==> config.mk <==
export PLATFORM = sky130hd
export DESIGN_NAME = lm07_responder
export DESIGN_NICKNAME = d
export VERILOG_FILES = /design/src/rtl/lm07_responder.sv
export SDC_FILE = /design/constraint.sdc
export NUM_CORES = 1
export LEC_CHECK = 0
export ABC_AREA = 0
export ABC_CLOCK_PERIOD_IN_PS = 1400
export CAP_MARGIN = 15
export CORE_MARGIN = 2
export CORE_UTILIZATION = 30
export CTS_BUF_LIST = sky130_fd_sc_hd__clkbuf_2 sky130_fd_sc_hd__clkbuf_4 sky130_fd_sc_hd__clkbuf_8
export CTS_CLUSTER_SIZE = 20
export DETAILED_ROUTE_END_ITERATION = 12
export PLACE_DENSITY = 0.58
export SLEW_MARGIN = 25
export SYNTH_ARGS = -nofsm -noshare
export SYNTH_HDL_FRONTEND = slang
export SYNTH_SLANG_ARGS = --single-unit
==> constraint.sdc <==
create_clock -name SYSCLK -period 1.4 [get_ports SYSCLK]
set_input_delay 0.21 -clock SYSCLK [delete_from_list [all_inputs] [get_ports SYSCLK]]
set_output_delay 0.21 -clock SYSCLK [all_outputs]
set_load 0.02 [all_outputs]
==> src/rtl/lm07_responder.sv <==
// LM07-compatible 3-wire SPI responder: oversamples CS/SCK on SYSCLK, shifts a
// 16-bit temperature word out on SIO, then takes a 16-bit configuration word back.
module lm07_responder #(
  parameter logic [15:0] DEV_ID   = 16'h800F,
  parameter logic [15:0] SHDN_CMD = 16'hFFFF
) (
  input  logic        SYSCLK,
  input  logic        RSTN,
  input  logic        CS,
  input  logic        SCK,
  input  logic        SIO_IN,
  output logic        SIO_OUT,
  output logic        SIO_OE,
  input  logic [15:0] temp_in,
  input  logic        temp_we,
  output logic [15:0] cfg_out,
  output logic        cfg_valid,
  output logic        shutdown,
  output logic        busy
);

  typedef enum logic [1:0] {IDLE, TX, RX, DONE} state_t;

  // Pipes: [0] and [1] are the synchronizer, [2] is the edge-detect copy.
  logic [2:0]  cs_pipe_q, cs_pipe_d;
  logic [2:0]  sck_pipe_q, sck_pipe_d;
  logic [1:0]  sio_pipe_q, sio_pipe_d;

  state_t      state_q, state_d;
  logic [15:0] shift_q, shift_d;
  logic [15:0] rx_q, rx_d;
  logic [3:0]  cnt_q, cnt_d;
  logic        oe_q, oe_d;
  logic [15:0] shadow_q, shadow_d;
  logic [15:0] cfg_q, cfg_d;
  logic        cfg_valid_q, cfg_valid_d;
  logic        shutdown_q, shutdown_d;

  logic        cs_fall, cs_rise, sck_fall, sck_rise, sio_bit;
  logic [15:0] rx_word;

  assign cs_fall  =  cs_pipe_q[2]  & ~cs_pipe_q[1];
  assign cs_rise  = ~cs_pipe_q[2]  &  cs_pipe_q[1];
  assign sck_fall =  sck_pipe_q[2] & ~sck_pipe_q[1];
  assign sck_rise = ~sck_pipe_q[2] &  sck_pipe_q[1];
  assign sio_bit  =  sio_pipe_q[1];
  assign rx_word  = {rx_q[14:0], sio_bit};

  always_comb begin
    cs_pipe_d   = {cs_pipe_q[1:0], CS};
    sck_pipe_d  = {sck_pipe_q[1:0], SCK};
    sio_pipe_d  = {sio_pipe_q[0], SIO_IN};
    state_d     = state_q;
    shift_d     = shift_q;
    rx_d        = rx_q;
    cnt_d       = cnt_q;
    oe_d        = oe_q;
    cfg_d       = cfg_q;
    cfg_valid_d = 1'b0;
    shutdown_d  = shutdown_q;
    shadow_d    = temp_we ? temp_in : shadow_q;

    // CS edges take priority over any SCK edge seen in the same cycle.
    if (cs_rise) begin
      state_d = IDLE;
      oe_d    = 1'b0;
      cnt_d   = 4'd0;
    end else if (cs_fall) begin
      shift_d = shutdown_q ? DEV_ID : shadow_q;
      cnt_d   = 4'd0;
      oe_d    = 1'b1;
      state_d = TX;
    end else begin
      case (state_q)
        TX: begin
          if (sck_fall) begin
            shift_d = {shift_q[14:0], 1'b0};
            if (cnt_q == 4'd15) begin
              oe_d    = 1'b0;
              cnt_d   = 4'd0;
              state_d = RX;
            end else begin
              cnt_d = cnt_q + 4'd1;
            end
          end
        end
        RX: begin
          if (sck_rise) begin
            rx_d = rx_word;
            if (cnt_q == 4'd15) begin
              cfg_d       = rx_word;
              cfg_valid_d = 1'b1;
              shutdown_d  = (rx_word == SHDN_CMD);
              cnt_d       = 4'd0;
              state_d     = DONE;
            end else begin
              cnt_d = cnt_q + 4'd1;
            end
          end
        end
        default: ;
      endcase
    end
  end

  always_ff @(posedge SYSCLK) begin
    if (!RSTN) begin
      cs_pipe_q   <= 3'b111;
      sck_pipe_q  <= 3'b000;
      sio_pipe_q  <= 2'b00;
      state_q     <= IDLE;
      shift_q     <= 16'h0000;
      rx_q        <= 16'h0000;
      cnt_q       <= 4'd0;
      oe_q        <= 1'b0;
      shadow_q    <= 16'h0000;
      cfg_q       <= 16'h0000;
      cfg_valid_q <= 1'b0;
      shutdown_q  <= 1'b0;
    end else begin
      cs_pipe_q   <= cs_pipe_d;
      sck_pipe_q  <= sck_pipe_d;
      sio_pipe_q  <= sio_pipe_d;
      state_q     <= state_d;
      shift_q     <= shift_d;
      rx_q        <= rx_d;
      cnt_q       <= cnt_d;
      oe_q        <= oe_d;
      shadow_q    <= shadow_d;
      cfg_q       <= cfg_d;
      cfg_valid_q <= cfg_valid_d;
      shutdown_q  <= shutdown_d;
    end
  end

  assign SIO_OUT   = shift_q[15];
  assign SIO_OE    = oe_q;
  assign cfg_out   = cfg_q;
  assign cfg_valid = cfg_valid_q;
  assign shutdown  = shutdown_q;
  assign busy      = (state_q != IDLE);

endmodule

# Yosys cells after proc, flatten, opt, wreduce, memory -nomap -nowiden
# Index checks and enable logic that the tools add are counted.
# W data, S select, Z words.
# totals
out_inout_bits	21
wordCells	74
ff_bits	80
in_bits	22
# op_classes
add_sub_neg	1
reduce_logical	16
muxes	19
eq_ne	12
n_bitwise	13
# op_table
op	n
$mux W16	4
$eq A16 B16 Y1 const B	1
$reduce_and A5 Y1	3
$mux W4	3
$ne A3 B3 Y1 const B	4
$reduce_bool A2 Y1	5
$not A1 Y1	9
$reduce_and A3 Y1	3
$mux W2	4
$ne A2 B2 Y1 const B	4
$pmux W4 S2	1
$mux W1	6
$reduce_or A5 Y1	1
$add A4 B1 Y4 const B	1
$and A1 B1 Y1	4
$eq A4 B4 Y1 const B	1
$pmux W2 S2	1
$reduce_and A4 Y1	1
$reduce_bool A3 Y1	1
$reduce_or A3 Y1	1
$eq A2 B1 Y1 const B	1
$eq A2 B2 Y1 const B	1
$reduce_or A2 Y1	1

# Depth between registers and ports, before layout
# Gate-level depths: netlist of the first run.
# depth
word_depth	5
mapped_depth	7
ltp_nobuf	5

# Worst setup path before layout of the first run
# Ideal clock, no wire load.
# synth_timing
path_kind	reg2reg
start	register cs_pipe_q[1]
end	register shift_q[3]
setup_slack_ns	-0.138
period_less_slack_ns	1.538
stages_incl_launch_ff	8
path_buffers	2
arrival_time_ns	1.407
required_time_ns	1.268
path_cell_list	dfxtp_1 > inv_1 > ha_1 > clkbuf_1 > clkbuf_1 > or2_2 > o311ai_0 > mux2i_1
# synth_between
elab_chain_len	4
elab_cells_between_ends	8
# synth_lines
element	line	rtl
from (decl)	25	logic [2:0] cs_pipe_q, cs_pipe_d;
from (signal assigned)	121	cs_pipe_q <= cs_pipe_d;
$not A1 Y1 (*)	42	assign cs_fall = cs_pipe_q[2] & ~cs_pipe_q[1];
$and A1 B1 Y1 (*)	42	
net cs_fall	39	logic cs_fall, cs_rise, sck_fall, sck_rise, sio_bit;
$reduce_bool A2 Y1 (no source line)	--	
$reduce_and A3 Y1 (no source line)	--	
to (signal assigned)	125	shift_q <= shift_d;
to (decl)	30	logic [15:0] shift_q, shift_d;
# The timed path passes the listed nets; every way through them passes the cells marked *.
# A chain may end at the register's enable or synchronous reset.

# Worst setup path after layout of the first run
# layout_timing
start	register state_q[0]
end	register cfg_q[10] (netlist: cfg_out[10])
# layout_between
elab_chain_len	2
# layout_lines
element	line	rtl
from (decl)	29	state_t state_q, state_d;
from (signal assigned)	124	state_q <= state_d;
$eq A2 B2 Y1	74	case (state_q)
$reduce_and A5 Y1 (no source line)	--	
to (signal assigned)	130	cfg_q <= cfg_d;
to (decl)	35	logic [15:0] cfg_q, cfg_d;
# Every way passes these cells.

==> impl_metrics.yaml, run 1 <==
pwr:
  p_per_area_nw_per_um2: 929
  max-vdd-ir-drop_v: 0.000417
  leakage_nw: 1.92
yosys:
  syn_area_sq_um: 3450
  syn-mean-instance-area_sq_um: 9.16
  yosysMostFrequentCell: "dfxtp_1"
  ys_types: 37
  netlist_top_cells_count: "dfxtp_1 (80), a21oi_1 (37), mux2i_1 (32), o21ai_0 (29), clkbuf_1 (24)"
  synth_flop_cell: "dfxtp_1"
  synth_edf_count: 0
  ys_warn_count: 0
  synth_seq_cells: 80
  syn_nets: 402
  yosys.area.top_type: "dfxtp_1"
  synth_top_area_share_pct: 46.4
  async_flop_share_pct: 0
  synthCells: 377
  synthTopCellsByArea: "dfxtp_1 (46%), mux2i_1 (9.3%), a21oi_1 (5.4%), o21ai_0 (4.2%), o31ai_1 (3.7%)"
  ys_seq_area_share_pct: 46.4
die:
  die_w_um: 111
  die_area_sq_um: 12400
  coreArea_sq_um: 11300
  die_h_um: 111
  ios: 43
  fp-row-count: 39
  initial_core_util_pct: 30.5
timing:
  skew_ns: 0.0113
  hold_violations: 0
  min_period_over_period_pct: 101
  fin_crit_ns: 1.42
  setup_violations: 7
  rsz0062_at_grt: "yes"
  postLayoutSetupSlackWorst_ns: -0.0207
  slew_violations: 0
  slew_headroom_pct: 78.2
  holdWs_ns: 0.413
  worstMarginPinSlew_ns: 0.322
  max_freq_mhz: 704
placement:
  port_buffers: 42
  dp.cells: 559
  placed_cell_area_sq_um: 4260
  dp_slack_ns: -0.241
  gp_congestion: 0.771
  dp_hpwl_um: 5420
global_route:
  grt.overflow.total: 0
  grt_pass1_wl_um: 14100
  grt_pass1_vias: 2827
  antenna_found_initial: 0
  grt_util_all_layers_pct: 13.8
  grt_max_degree: 38
worst_hold_path:
  min_path_type: "register to register"
clocking:
  cts_made_buffers: 9
  clk_latency_ns: 0.36
  cts_buffer_depth: 2
  cts_sinks: 80
  cts_tree: "built"
  cts.hold.buffers_added: 0
  path_clk_slew_ns: 0.07
  root_buffer: "clkbuf_8"
  htreeDepth: 3
setup_path:
  critPathArrivalTime_ns: 1.71
  critPathLaunchType: "register"
  crit_required_ns: 1.69
  path_class: "register to register"
  worstSetupEndpointType: "register"
  crit_path_max_fanout: 4
routing:
  avgViaCountPerCell: 5.25
  drc: 0
  first_iter_violations: 198
  drtAntennaViolNets: 0
  routed_wl_um: 8780
  num_vias: 3076
  firstDrtPassIters: 4
  routedWlPerCell_um: 15.0
cells_and_area:
  area_growth_pct: 40.1
  fillers: 1105
  final_cells: 586
  diodes: 0
  drive_gt1_share_pct: 26.2
  nets: 463
  postLayoutCellArea_sq_um: 4840
status:
  violations: "setup timing"
  status: "finished, violations left"
job:
  timing.max_cap.violations: 0
cells by family (layout without fill, tap and decap cells):
family                     after synthesis  after routing  synth area share (%)
AOI/OAI and AO/OA                       95             95                  16.7
adders and majority gates                3              3                  1.09
buffers and inverters                   43            109                  5.94
DFF                                     80             80                  46.4
muxes                                   32             32                  9.27
and+or+nand+nor                        124            124                  20.6
final cells by class:
type | count | area, sq um | share of cell area [%]
clock buffer | 13 | 166 | 3.44
clock inverter | 3 | 40.0 | 0.828
inverter | 6 | 28.8 | 0.595
multi-input combinational | 254 | 1880 | 38.9
sequential | 80 | 1620 | 33.4
tap | 143 | 179 | 3.70
timing repair buffer | 87 | 925 | 19.1
report_power, final:
part | leakage (nW) | total [W] | internal [W] | switching (W)
sequential | 0.651 | 0.00234 | 0.00231 | 0.0000280
combinational | 1.16 | 0.000382 | 0.000198 | 0.000184
clock | 0.110 | 0.00177 | 0.000956 | 0.000816
total | 1.92 | 0.00450 | 0.00347 | 0.00103
registers in the layout, summed over array words and instances (netlist names):
signal,count
cfg_out,16
shadow_q,16
shift_q,16
rx_q,15
cnt_q,4
cs_pipe_q,3
sck_pipe_q,3
sio_pipe_q,2
state_q,2
SIO_OE,1
cfg_valid,1
shutdown,1
cells in the final DEF, fill, tap and decap left out, types with 2 or more instances in the layout:
cell and count:
o311ai_1 2, nand3_2 3, o21ai_1 6, nand2_1 18, nor2b_1 11, o21ai_2 2, dfxtp_4 3, clkinv_2 2
nor2_1 18, o21ai_0 21, buf_6 7, clkbuf_16 2, nand4_1 18, dlygate4sd2_1 20, o31ai_2 7, inv_1 3
dfxtp_2 3, nand4bb_4 2, o311ai_2 3, dfxtp_1 74, nand3_1 19, nand2b_1 4, a21oi_1 27, o31ai_1 10
buf_4 27, clkbuf_8 11, and3b_1 11, a21oi_2 10, or2_2 5, clkdlybuf4s50_1 21, clkbuf_4 2, and2_1 5
ha_4 3, buf_12 9, mux2i_1 32
per-stage QoR:
| step | util [%] | setup TNS [ns] | power, W |
|---|---|---|---|
| after floorplan | - | -0.0303 | 0.00259 |
| after global placement | 37.6 | -4.68 | 0.00274 |
| after detailed placement | 37.6 | -6.83 | 0.00274 |
| after CTS | 40.5 | -0.896 | 0.00452 |
| after global routing | 42.7 | -2.10 | 0.00468 |
| final | 42.7 | -0.0931 | 0.00450 |
worst paths after layout:
path	startpoint	to	slack (ns)	depth (start not counted)
max	state_q[0]$_SDFFE_PP0P_	cfg_out[10]$_SDFFE_PN0P_	-0.02	6
min reg2reg	cs_pipe_q[0]$_SDFF_PN1_	cs_pipe_q[1]$_SDFF_PN1_	0.41	1
min	cs_pipe_q[0]$_SDFF_PN1_	cs_pipe_q[1]$_SDFF_PN1_	0.41	1
max reg2reg	state_q[0]$_SDFFE_PP0P_	cfg_out[10]$_SDFFE_PN0P_	-0.02	6
metal layers:
metal	vias up	GRT usage [%]	wire (um)
met5	-	0	0
met4	0	6.01	174
met3	18	2.68	311
met2	68	20.9	4040
met1	1506	19.3	4250
li1	1484	-	-
critical path: stages (launching register included):
cell	delay, ns
dfxtp_4	0.36
buf_6	0.12
nor4bb_4	0.27
buf_6	0.19
clkbuf_16	0.16
nand4_1	0.12
a21oi_1	0.14
repair_timing:
item / CTS / global route
cloned: 2 / 2
pin swaps: 3 / 8
buffers inserted: 5 / 3
endpoints found under the setup margin: 58 / 56
gates resized for setup: 40 / 54
Power figures use the tool's default switching activity.
==> inputs of run 2 (changes only) <==
Settings changed: ABC_CLOCK_PERIOD_IN_PS 1400 to not set, CELL_PAD_IN_SITES_DETAIL_PLACEMENT set to 0, CELL_PAD_IN_SITES_GLOBAL_PLACEMENT set to 2, PLACE_DENSITY 0.58 to 0.82.
==> impl_metrics.yaml, run 2 (synthesis results as in run 1) <==
cells_and_area:
  fillers: 1105
  area_growth_pct: 45.9
  final_cells: 587
  drive_gt1_share_pct: 27.3
  register_area_sq_um: 1620
  mostFrequentLayoutCells: "dfxtp_1 (74), mux2i_1 (32), a21oi_1 (31)"
  final_common_cell: "dfxtp_1"
  multi_input_area_sq_um: 1970
  nets: 465
  diodes: 0
  utilization_pct: 44.5
timing:
  postLayoutSetupSlackWorst_ns: -0.00441
  setup_violations: 1
  skew_ns: 0.00845
  hold_violations: 0
  slew_headroom_pct: 79.0
  max_freq_mhz: 712
  fin_crit_ns: 1.40
  min_period_over_period_pct: 100
  rsz0062_at_grt: "yes"
  final.setup.tns_ns: -0.00441
  slew_violations: 0
  worstMarginPinSlew_ns: 0.315
clocking:
  root_buffer: "clkbuf_8"
  htreeDepth: 3
  cts_made_buffers: 9
  cts.hold.buffers_added: 0
  path_clk_slew_ns: 0.08
  cts_sinks: 80
  cts_tree: "built"
  clk_latency_ns: 0.36
  cts_buffer_depth: 2
routing:
  routedWlPerCell_um: 15.4
  num_vias: 3053
  first_iter_violations: 128
  drtAntennaViolNets: 0
  avgViaCountPerCell: 5.20
  routed_wl_um: 9030
  firstDrtPassIters: 4
  drc: 0
setup_path:
  crit_required_ns: 1.69
  crit_path_max_fanout: 9
  path_class: "register to register"
  critPathLaunchType: "register"
  worstSetupEndpointType: "register"
  critPathArrivalTime_ns: 1.70
global_route:
  antenna_found_initial: 0
  grt_max_degree: 38
  grt_pass1_vias: 2916
  grt_pass1_wl_um: 14200
  grt_util_all_layers_pct: 13.8
  grt.overflow.total: 0
pwr:
  p_per_area_nw_per_um2: 944
  max-vdd-ir-drop_v: 0.000773
  total_power_w: 0.00476
  leakage_nw: 1.97
placement:
  dp_hpwl_um: 5630
  dp_slack_ns: -0.223
  dp.cells: 558
  gp_congestion: 0.766
  port_buffers: 42
worst_hold_path:
  min_path_type: "register to register"
status:
  status: "finished, violations left"
  violations: "setup timing"
die:
  initial_core_util_pct: 30.5
  coreArea_sq_um: 11300
  die_h_um: 111
  fp-row-count: 39
  die_w_um: 111
  ios: 43
  die_area_sq_um: 12400
job:
  timing.max_cap.violations: 0
run 2: changes by cell type in the layout (fill, tap and decap cells not counted), moves of 3 or more:
cell | previous run | this run
o21ai_1 | 6 | 0
o21ai_0 | 21 | 28
nand3_4 | 1 | 4
buf_4 | 27 | 24
a21oi_1 | 27 | 31
a21oi_2 | 10 | 6
o31ai_1 | 10 | 3
buf_12 | 9 | 12
nand3_1 | 19 | 16
o31ai_4 | 0 | 5
run 2: worst paths after layout:
path	startpoint	endpoint	slack (ns)	cells after the start
worst max register to register	sck_pipe_q[1]$_SDFF_PN0_	cfg_out[8]$_SDFFE_PN0P_	-0.004	5
worst min register to register	cs_pipe_q[0]$_SDFF_PN1_	cs_pipe_q[1]$_SDFF_PN1_	0.42	1
worst max-delay path	sck_pipe_q[1]$_SDFF_PN0_	cfg_out[8]$_SDFFE_PN0P_	-0.004	5
worst min-delay path	cs_pipe_q[0]$_SDFF_PN1_	cs_pipe_q[1]$_SDFF_PN1_	0.42	1
run 2: worst max-delay path, stage by stage (launching register included):
cell	delay, ns
dfxtp_4	0.38
nor4bb_4	0.38
buf_12	0.19
buf_12	0.12
nand4_1	0.13
a21oi_2	0.14
run 2: area by class of cell:
class                   count  share of cell area [%]
clock buffers               9                    2.46
clock inverters             6                    2.16
inverters                   6                   0.571
multi-input cells         254                    39.1
flip-flops and latches     80                    32.1
well taps                 143                    3.55
repair buffers             89                    20.1
run 2: timing repair:
item | in CTS | in global routing
pin swaps | 7 | 11
endpoints found under the setup margin | 57 | 55
buffers inserted | 4 | 6
gates cloned | 1 | 3
resized for setup | 42 | 55
run 2: where the power goes:
part / total, W / internal, W / leakage [nW] / switching [W]
combinational: 0.000379 / 0.000193 / 1.20 / 0.000186
clock: 0.00204 / 0.00117 / 0.119 / 0.000867
sequential: 0.00234 / 0.00231 / 0.652 / 0.0000292
total: 0.00476 / 0.00368 / 1.97 / 0.00108
run 2: layer usage:
metal,GRT usage (%),share of wire [%],vias to the layer above
met5,0,0,-
met4,4.69,1.6,0
met3,3.01,3.0,14
met2,21.8,46,59
met1,18.9,49,1490
li1,-,-,1490
run 2: through the flow:
step	instance area [sq um]	hold slack (ns)
final	5040	0.422
after global routing	5040	0.440
after CTS	4640	0.427
after detailed placement	4330	0.410
after global placement	4330	0.413
after floorplan	3530	0.311
